--- config.mk ---
export PLATFORM = sky130hd
export DESIGN_NAME = imm_extend_arbiter
export DESIGN_NICKNAME = d
export VERILOG_FILES = /design/src/rtl/imm_extend_arbiter.sv
export SDC_FILE = /design/constraint.sdc
export NUM_CORES = 1
export LEC_CHECK = 0
export ABC_AREA = 1
export CAP_MARGIN = 20
export CORE_MARGIN = 1
export CORE_UTILIZATION = 60
export DETAILED_ROUTE_END_ITERATION = 10
export DONT_BUFFER_PORTS = 1
export PLACE_DENSITY = 0.73
export SYNTH_ARGS = -nofsm -noshare
export SYNTH_HDL_FRONTEND = slang
export SYNTH_SLANG_ARGS = --single-unit
--- constraint.sdc ---
create_clock -name clk -period 1.8 [get_ports clk]
set_input_delay 0.36 -clock clk [delete_from_list [all_inputs] [get_ports clk]]
set_output_delay 0.36 -clock clk [all_outputs]
set_load 0.02 [all_outputs]
--- src/rtl/imm_extend_arbiter.sv ---
// imm_extend_arbiter: two-requester round-robin arbiter in front of one shared immediate-extend unit
//
// Ports:
//    clk          rising-edge clock for all state
//    rst_n        synchronous active-low reset
//    req0_i       requester 0 (scalar decode) wants an extension, held with instr0_i until gnt0_o
//    instr0_i     requester 0 immediate field
//    req1_i       requester 1 (vector decode) wants an extension, held with instr1_i until gnt1_o
//    instr1_i     requester 1 immediate field
//    gnt0_o       one-cycle pulse: requester 0's field captured
//    gnt1_o       one-cycle pulse: requester 1's field captured
//    ext_instr_o  registered field driven to the shared extend unit
//    ext_imm_i    combinational result from the shared extend unit
//    out_valid_o  out_imm_o/out_id_o hold a result
//    out_ready_i  consumer accepts the result while out_valid_o is high
//    out_imm_o    captured extended immediate
//    out_id_o     requester index owning out_imm_o
//    busy_o       high whenever the arbiter is not idle
module imm_extend_arbiter #(
   parameter int INSTR_W = 7,
   parameter int IMM_W   = 16
) (
   input  logic               clk,
   input  logic               rst_n,
   input  logic               req0_i,
   input  logic [INSTR_W-1:0] instr0_i,
   input  logic               req1_i,
   input  logic [INSTR_W-1:0] instr1_i,
   output logic               gnt0_o,
   output logic               gnt1_o,
   output logic [INSTR_W-1:0] ext_instr_o,
   input  logic [IMM_W-1:0]   ext_imm_i,
   output logic               out_valid_o,
   input  logic               out_ready_i,
   output logic [IMM_W-1:0]   out_imm_o,
   output logic               out_id_o,
   output logic               busy_o
);
   typedef enum logic [1:0] {IDLE, ISSUE, HOLD} state_t;
   state_t             state_q, state_d;
   logic               rr_q, rr_d;
   logic               gnt0_q, gnt0_d;
   logic               gnt1_q, gnt1_d;
   logic               out_valid_q, out_valid_d;
   logic               out_id_q, out_id_d;
   logic               busy_q, busy_d;
   logic [INSTR_W-1:0] ext_instr_q, ext_instr_d;
   logic [IMM_W-1:0]   out_imm_q, out_imm_d;
   logic               win;
   // contention is resolved by the pointer, otherwise the lone requester wins
   assign win = (req0_i & req1_i) ? rr_q : req1_i;
   always_comb begin
      state_d     = state_q;
      rr_d        = rr_q;
      gnt0_d      = 1'b0;
      gnt1_d      = 1'b0;
      out_valid_d = out_valid_q;
      out_id_d    = out_id_q;
      ext_instr_d = ext_instr_q;
      out_imm_d   = out_imm_q;
      case (state_q)
         IDLE: if (req0_i | req1_i) begin
            state_d     = ISSUE;
            gnt0_d      = ~win;
            gnt1_d      = win;
            rr_d        = ~win;
            ext_instr_d = win ? instr1_i : instr0_i;
         end
         ISSUE: begin
            state_d     = HOLD;
            out_valid_d = 1'b1;
            out_imm_d   = ext_imm_i;
            // the pointer was set to the loser at grant time, so its complement is the owner
            out_id_d    = ~rr_q;
         end
         HOLD: if (out_ready_i) begin
            state_d     = IDLE;
            out_valid_d = 1'b0;
         end
         default: state_d = IDLE;
      endcase
      busy_d = state_d != IDLE;
   end
   always_ff @(posedge clk) begin
      if (!rst_n) begin
         state_q     <= IDLE;
         rr_q        <= 1'b0;
         gnt0_q      <= 1'b0;
         gnt1_q      <= 1'b0;
         out_valid_q <= 1'b0;
         out_id_q    <= 1'b0;
         busy_q      <= 1'b0;
         ext_instr_q <= '0;
         out_imm_q   <= '0;
      end else begin
         state_q     <= state_d;
         rr_q        <= rr_d;
         gnt0_q      <= gnt0_d;
         gnt1_q      <= gnt1_d;
         out_valid_q <= out_valid_d;
         out_id_q    <= out_id_d;
         busy_q      <= busy_d;
         ext_instr_q <= ext_instr_d;
         out_imm_q   <= out_imm_d;
      end
   end
   assign gnt0_o      = gnt0_q;
   assign gnt1_o      = gnt1_q;
   assign ext_instr_o = ext_instr_q;
   assign out_valid_o = out_valid_q;
   assign out_imm_o   = out_imm_q;
   assign out_id_o    = out_id_q;
   assign busy_o      = busy_q;
endmodule

==> results of run 1 <==
## cells in the final DEF, fill, tap and decap left out
cell	instances
nor2_1	36
dfxtp_1	31
nand2_1	21
o21ai_0	20
inv_1	12
nand4_1	6
nand3_1	6
clkbuf_4	5
nor2_4	3
inv_2	2
nand2_2	2
a21oi_1	2
clkbuf_1	2
nor2_2	1
inv_8	1
nand3_4	1
or2_0	1
a31oi_1	1
o21ai_2	1
clkinv_2	1
buf_4	1
## cell type report
class,instances,area (um^2)
multi-input cells,101,483
clock buffers,7,45.0
well taps,25,31.3
inverters,15,63.8
repair buffers,1,7.51
clock inverters,1,5.00
fillers,166,546
flip-flops and latches,31,621
## power by group
part	total [mW]	switching [mW]	internal (mW)
combinational	0.158	0.103	0.0556
clock	0.362	0.210	0.152
sequential	0.882	0.124	0.759
## registers in the layout, summed over array words and instances (netlist names)
name	count
out_id_o	1
gnt0_o	1
busy_o	1
rr_q	1
out_valid_o	1
out_imm_o	16
ext_instr_o	7
gnt1_o	1
state_q	2
## critical path, delay by kind of cell, from the launching register on
kind / cells / cell delay [ns]
and+or+nand+nor: 2 / 0.43
DFF: 1 / 0.35
buffers and inverters: 2 / 0.31
AOI/OAI and AO/OA: 1 / 0.09
## worst max-delay path by stage
stage	slack (ns)	cells after the start	end	startpoint
after global routing	0.45	5	out_imm_o[2]$_SDFFE_PN0N_	state_q[0]$_SDFF_PN0_
final	0.56	5	out_imm_o[11]$_SDFFE_PN0N_	state_q[0]$_SDFF_PN0_
after CTS	0.56	5	out_imm_o[11]$_SDFFE_PN0N_	state_q[0]$_SDFF_PN0_
after global placement	0.64	5	out_imm_o[7]$_SDFFE_PN0N_	state_q[0]$_SDFF_PN0_
after floorplan	0.80	7	out_imm_o[0]$_SDFFE_PN0N_	state_q[0]$_SDFF_PN0_
after detailed placement	0.58	5	out_imm_o[11]$_SDFFE_PN0N_	state_q[0]$_SDFF_PN0_
## per-layer routing
layer / track usage / vias to the layer above / share of wire
met4: 0.0857 / 0 / 0.0067
met3: 0.0885 / 2 / 0.077
met2: 0.361 / 37 / 0.46
met5: 0 / - / 0
met1: 0.267 / 406 / 0.45
li1: - / 494 / -
## cells by family after synthesis
| kind of cell | Yosys count |
|---|---|
| buffers and inverters | 21 |
| flip-flops | 31 |
| AND/OR/NAND/NOR | 77 |
| AO/OA/AOI/OAI | 24 |
## metrics by stage
step,total power [mW],area [um^2]
2_1_floorplan,1.04,1210
3_3_place_gp,1.05,1210
3_5_place_dp,1.06,1210
4_1_cts,1.42,1260
5_1_grt,1.48,1260
6_report,1.40,1260
==> results.py, run 1 <==
metrics = {
    "final_layout": {
        "diodes": 0,
        "syn2layout_area_growth_pct": 3.50,
        "finish.utilization": 0.697,
        "final_cells": 181,
        "drive_gt1_frac": 0.115,
        "nets": 190,
    },
    "synth": {
        "synth-seq-area-share": 0.511,
        "synthXorXnorAreaFrac": 0,
        "yosysTopAreaCell": "dfxtp_1",
        "synthesis.area_mm2": 0.00121,
        "synth_warnings": 0,
        "postSynth.asyncResetShare": 0,
        "yosysMostFrequentCell": "nor2_1",
        "synth_top_cells_by_area": "dfxtp_1 51%, nor2_1 11%, o21ai_0 8.2%, nand2_1 6.5%, inv_1 3.7%",
        "synth_common_cells": "36 x nor2_1, 31 x dfxtp_1, 21 x nand2_1",
        "synthFlopType": "dfxtp_1",
        "synth_edf_count": 0,
        "postSynthNetCount": 188,
        "synth_top_family_by_area": "simple AND/OR/NAND/NOR gates",
        "syn_area_per_cell_um2": 7.93,
        "synthSimpleGateAreaFrac": 0.295,
        "synthMuxAreaShare": 0,
        "netlist.area_leader.share": 0.511,
        "ys_types": 23,
        "synthAdderAreaFrac": 0,
        "syn_inst": 153,
        "ys_ff_latch": 31,
        "synth-compound-area-share": 0.103,
    },
    "detailed_routing": {
        "drtIter0Drc": 22,
        "drt.antenna.violating_nets": 0,
        "drt_first_pass_iters": 4,
        "vias_per_cell": 5.19,
        "drt-total-wl_mm": 2.25,
        "drc": 0,
        "wire_per_inst_um": 12.4,
        "dr_total_vias": 939,
    },
    "global_route": {
        "grt_max_degree": 27,
        "grt_overflow": 0,
        "grt_util_all_layers": 0.223,
        "grt_pass1_vias": 831,
        "grt_pass1_wl_mm": 3.39,
        "antenna_found_initial": 0,
    },
    "cts": {
        "cts_buffer_depth": 2,
        "ctsResizeCount": 0,
        "cts.htree.levels": 2,
        "cts_buffers": 5,
        "cts_tree": "built",
        "cts_setup_buffers": 0,
        "cts_root_buf": "clkbuf_4",
        "cts.reportedPaths.clkPinSlew_ns": 0.10,
        "ctsHoldBuffers": 0,
        "clock_latency_ns": 0.31,
        "clock_sinks": 31,
    },
    "sta": {
        "fmax_mhz": 809,
        "rsz0062_at_grt": "false",
        "skew_ns": 0.0124,
        "finalSetupTns_ns": 0,
        "period_minus_slack_ns": 1.24,
        "setup_ws_ns": 0.564,
        "maxSlewHeadroom": 0.727,
        "worst_pin_slew_ns": 0.409,
        "slew_viol_final": 0,
        "fin_hold_ws_ns": 0.159,
        "hold_viol_final": 0,
        "setup_viol_count_final": 0,
        "fin_crit_sh": 0.686,
    },
    "floorplan": {
        "io-pin-count": 63,
        "fp.dieArea_mm2": 0.00221,
        "rows": 15,
        "dieWidth_um": 47.0,
        "start_util": 0.674,
        "die-height_um": 47.0,
        "core-area_mm2": 0.00180,
    },
    "worst_setup_path": {
        "crit_path_top_delay_cell": "dfxtp_1",
        "rrSetupSlack_ns": 0.56,
        "ff2ff_path_depth": 5,
        "start_kind": "flip-flop",
        "rr_startpoint": "state_q[0]$_SDFF_PN0_",
        "worstReg2RegEnd": "out_imm_o[11]$_SDFFE_PN0N_",
        "crit_chain": "inv_2, nor2_2, buf_4, o21ai_0, nor2_1",
        "crit_arrival_ns": 1.48,
        "cp_max_fo": 13,
        "end_kind": "flip-flop",
        "cpPeakStageDelay_ns": 0.35,
        "worstSetupPathType": "reg2reg",
        "critical_path_required_ns": 2.05,
    },
    "min_path": {
        "holdPathEnd": "out_valid_o$_SDFFE_PN0P_",
        "min_path_type": "in2reg",
        "hp-start": "out_ready_i",
        "holdPathStages": 1,
    },
    "power_and_ir_drop": {
        "ir_drop_v": 0.000869,
        "powerDensity_mw_per_mm2": 1120,
        "p_leak_nw": 0.577,
    },
    "placement": {
        "place.gp.congestion": 0.733,
        "hpwl_mm": 1.67,
        "port_buffers": 0,
        "placedCellCount": 173,
        "pre_cts_slack_ns": 0.580,
    },
    "outcome": {
        "outcome": "finished clean",
    },
    "flow_run": {
        "drv_cap": 0,
    },
}
No activity file was read; power rests on OpenSTA's default activity.
==> inputs of run 2 (changes only) <==
--- a/config.mk
+++ b/config.mk
@@ -8,10 +8,10 @@
 export ABC_AREA = 1
 export CAP_MARGIN = 20
 export CORE_MARGIN = 1
-export CORE_UTILIZATION = 60
+export CORE_UTILIZATION = 54
 export DETAILED_ROUTE_END_ITERATION = 10
 export DONT_BUFFER_PORTS = 1
-export PLACE_DENSITY = 0.73
+export PLACE_DENSITY = 0.69
 export SYNTH_ARGS = -nofsm -noshare
 export SYNTH_HDL_FRONTEND = slang
 export SYNTH_SLANG_ARGS = --single-unit
==> constraint.sdc (replaced) <==
create_clock -name clk -period 1.1 [get_ports clk]
set_input_delay 0.22 -clock clk [delete_from_list [all_inputs] [get_ports clk]]
set_output_delay 0.22 -clock clk [all_outputs]
set_load 0.02 [all_outputs]
==> results.py, run 2 (same netlist as run 1, synthesis figures left out) <==
metrics = {
    "outcome": {
        "outcome": "finished clean",
    },
    "global_route": {
        "antenna_found_initial": 0,
        "grt_pass1_vias": 979,
        "grt_util_all_layers": 0.225,
        "grt_max_degree": 27,
        "grt_overflow": 0,
        "grt_pass1_wl_mm": 4.21,
    },
    "placement": {
        "placedCellCount": 175,
        "port_buffers": 0,
        "place.gp.congestion": 0.744,
        "hpwl_mm": 1.72,
    },
    "cts": {
        "clock_latency_ns": 0.31,
        "cts.reportedPaths.clkPinSlew_ns": 0.09,
        "cts_root_buf": "clkbuf_4",
        "cts.htree.levels": 2,
        "cts_buffers": 5,
        "ctsHoldBuffers": 0,
        "cts_buffer_depth": 2,
        "clock_sinks": 31,
        "cts_tree": "built",
    },
    "sta": {
        "setup_viol_count_final": 0,
        "period_minus_slack_ns": 1.08,
        "fin_crit_sh": 0.985,
        "slew_viol_final": 0,
        "fmax_mhz": 923,
        "fin_hold_ws_ns": 0.0178,
        "skew_ns": 0.00564,
        "rsz0062_at_grt": "true",
        "worst_pin_slew_ns": 0.256,
        "maxSlewHeadroom": 0.829,
        "hold_viol_final": 0,
    },
    "power_and_ir_drop": {
        "sw_frac_of_total": 0.308,
        "pwr-share-seq": 0.593,
        "comb_power_share": 0.142,
        "clockPowerShare": 0.266,
        "p_leak_nw": 0.628,
        "internal_power_mw": 1.69,
        "p_switching_mw": 0.753,
        "ir_drop_v": 0.00144,
        "powerDensity_mw_per_mm2": 1780,
    },
    "flow_run": {
        "drv_cap": 0,
    },
    "final_layout": {
        "regArea_um2": 627,
        "final.fill_count": 194,
        "diodes": 0,
        "largest_register_ffs": 16,
        "syn2layout_area_growth_pct": 13.1,
        "final_cell_mix": "35 x nor2_1, 28 x dfxtp_1, 19 x nand2_1",
        "drive_gt1_frac": 0.194,
        "nets": 195,
        "multi_input_area_um2": 504,
        "finish.utilization": 0.672,
        "final_cells": 187,
        "final_common_cell": "nor2_1",
    },
    "detailed_routing": {
        "dr_total_vias": 991,
        "drt.antenna.violating_nets": 0,
        "wire_per_inst_um": 13.3,
        "drt-total-wl_mm": 2.50,
        "drtIter0Drc": 24,
        "drt_first_pass_iters": 4,
        "vias_per_cell": 5.30,
        "drc": 0,
    },
    "worst_setup_path": {
        "start_kind": "flip-flop",
        "crit_arrival_ns": 1.29,
        "end_kind": "flip-flop",
        "worstSetupPathType": "reg2reg",
        "cp_max_fo": 10,
        "critical_path_required_ns": 1.31,
    },
    "floorplan": {
        "io-pin-count": 63,
        "fp.dieArea_mm2": 0.00244,
        "die-height_um": 49.4,
        "core-area_mm2": 0.00204,
        "dieWidth_um": 49.4,
        "rows": 16,
        "start_util": 0.594,
    },
    "min_path": {
        "min_path_type": "in2reg",
    },
}
## run 2: metal layers
| metal | vias to the layer above | part of all wire | global-route usage |
|---|---|---|---|
| li1 | 505 | - | - |
| met1 | 442 | 0.45 | 0.281 |
| met2 | 42 | 0.46 | 0.349 |
| met3 | 2 | 0.082 | 0.0748 |
| met4 | 0 | 0.0048 | 0.100 |
| met5 | - | 0 | 0 |
## run 2: final timing paths
kind / startpoint / to / slack (ns) / cells past startpoint
max: state_q[0]$_SDFF_PN0_ / out_imm_o[7]$_SDFFE_PN0N_ / 0.02 / 6
min: out_ready_i / out_valid_o$_SDFFE_PN0P_ / 0.02 / 1
max reg2reg: state_q[0]$_SDFF_PN0_ / out_imm_o[7]$_SDFFE_PN0N_ / 0.02 / 6
min reg2reg: rr_q$_SDFFE_PN0P_ / out_id_o$_SDFFE_PN0N_ / 0.44 / 1
## run 2: critical path: stages, from the launching register on
cell and delay [ns]:
dfxtp_2 0.34, inv_2 0.09, nor2_4 0.05, buf_4 0.13, clkbuf_16 0.15, o21ai_0 0.16, nor2_1 0.05
## run 2: area by class of cell
type,instances,share of cell area
inverter,15,0.0465
tap,27,0.0246
timing repair buffer,6,0.0638
clock buffer,6,0.0374
clock inverter,1,0.00365
multi-input combinational,101,0.367
sequential,31,0.457
## run 2: stage by stage
step / setup slack [ns] / instance area (um^2) / TNS (ns) / total power [mW]
finish: 0.0160 / 1370 / 0 / 2.45
global route: -0.0450 / 1370 / -0.366 / 2.58
CTS: 0.0114 / 1280 / 0 / 2.39
detailed placement: 0.0174 / 1220 / 0 / 1.75
global placement: 0.0723 / 1220 / 0 / 1.73
floorplan: 0.0977 / 1210 / 0 / 1.70
## run 2: power groups by stage
stage | clock (mW) | sequential [mW] | combinational, mW
2_1_floorplan | 0 | 1.45 | 0.249
3_3_place_gp | 0 | 1.47 | 0.264
3_5_place_dp | 0 | 1.47 | 0.275
4_1_cts | 0.667 | 1.45 | 0.279
5_1_grt | 0.717 | 1.46 | 0.398
6_report | 0.650 | 1.45 | 0.346
## run 2: what timing repair did
| action | 4_1_cts | 5_1_grt |
|---|---|---|
| endpoints found under the hold margin | 0 | 0 |
| buffers inserted | 0 | 4 |
| cloned | 0 | 1 |
| pin swaps | 0 | 3 |
| setup endpoints to repair | 1 | 25 |
| resized for setup | 1 | 14 |
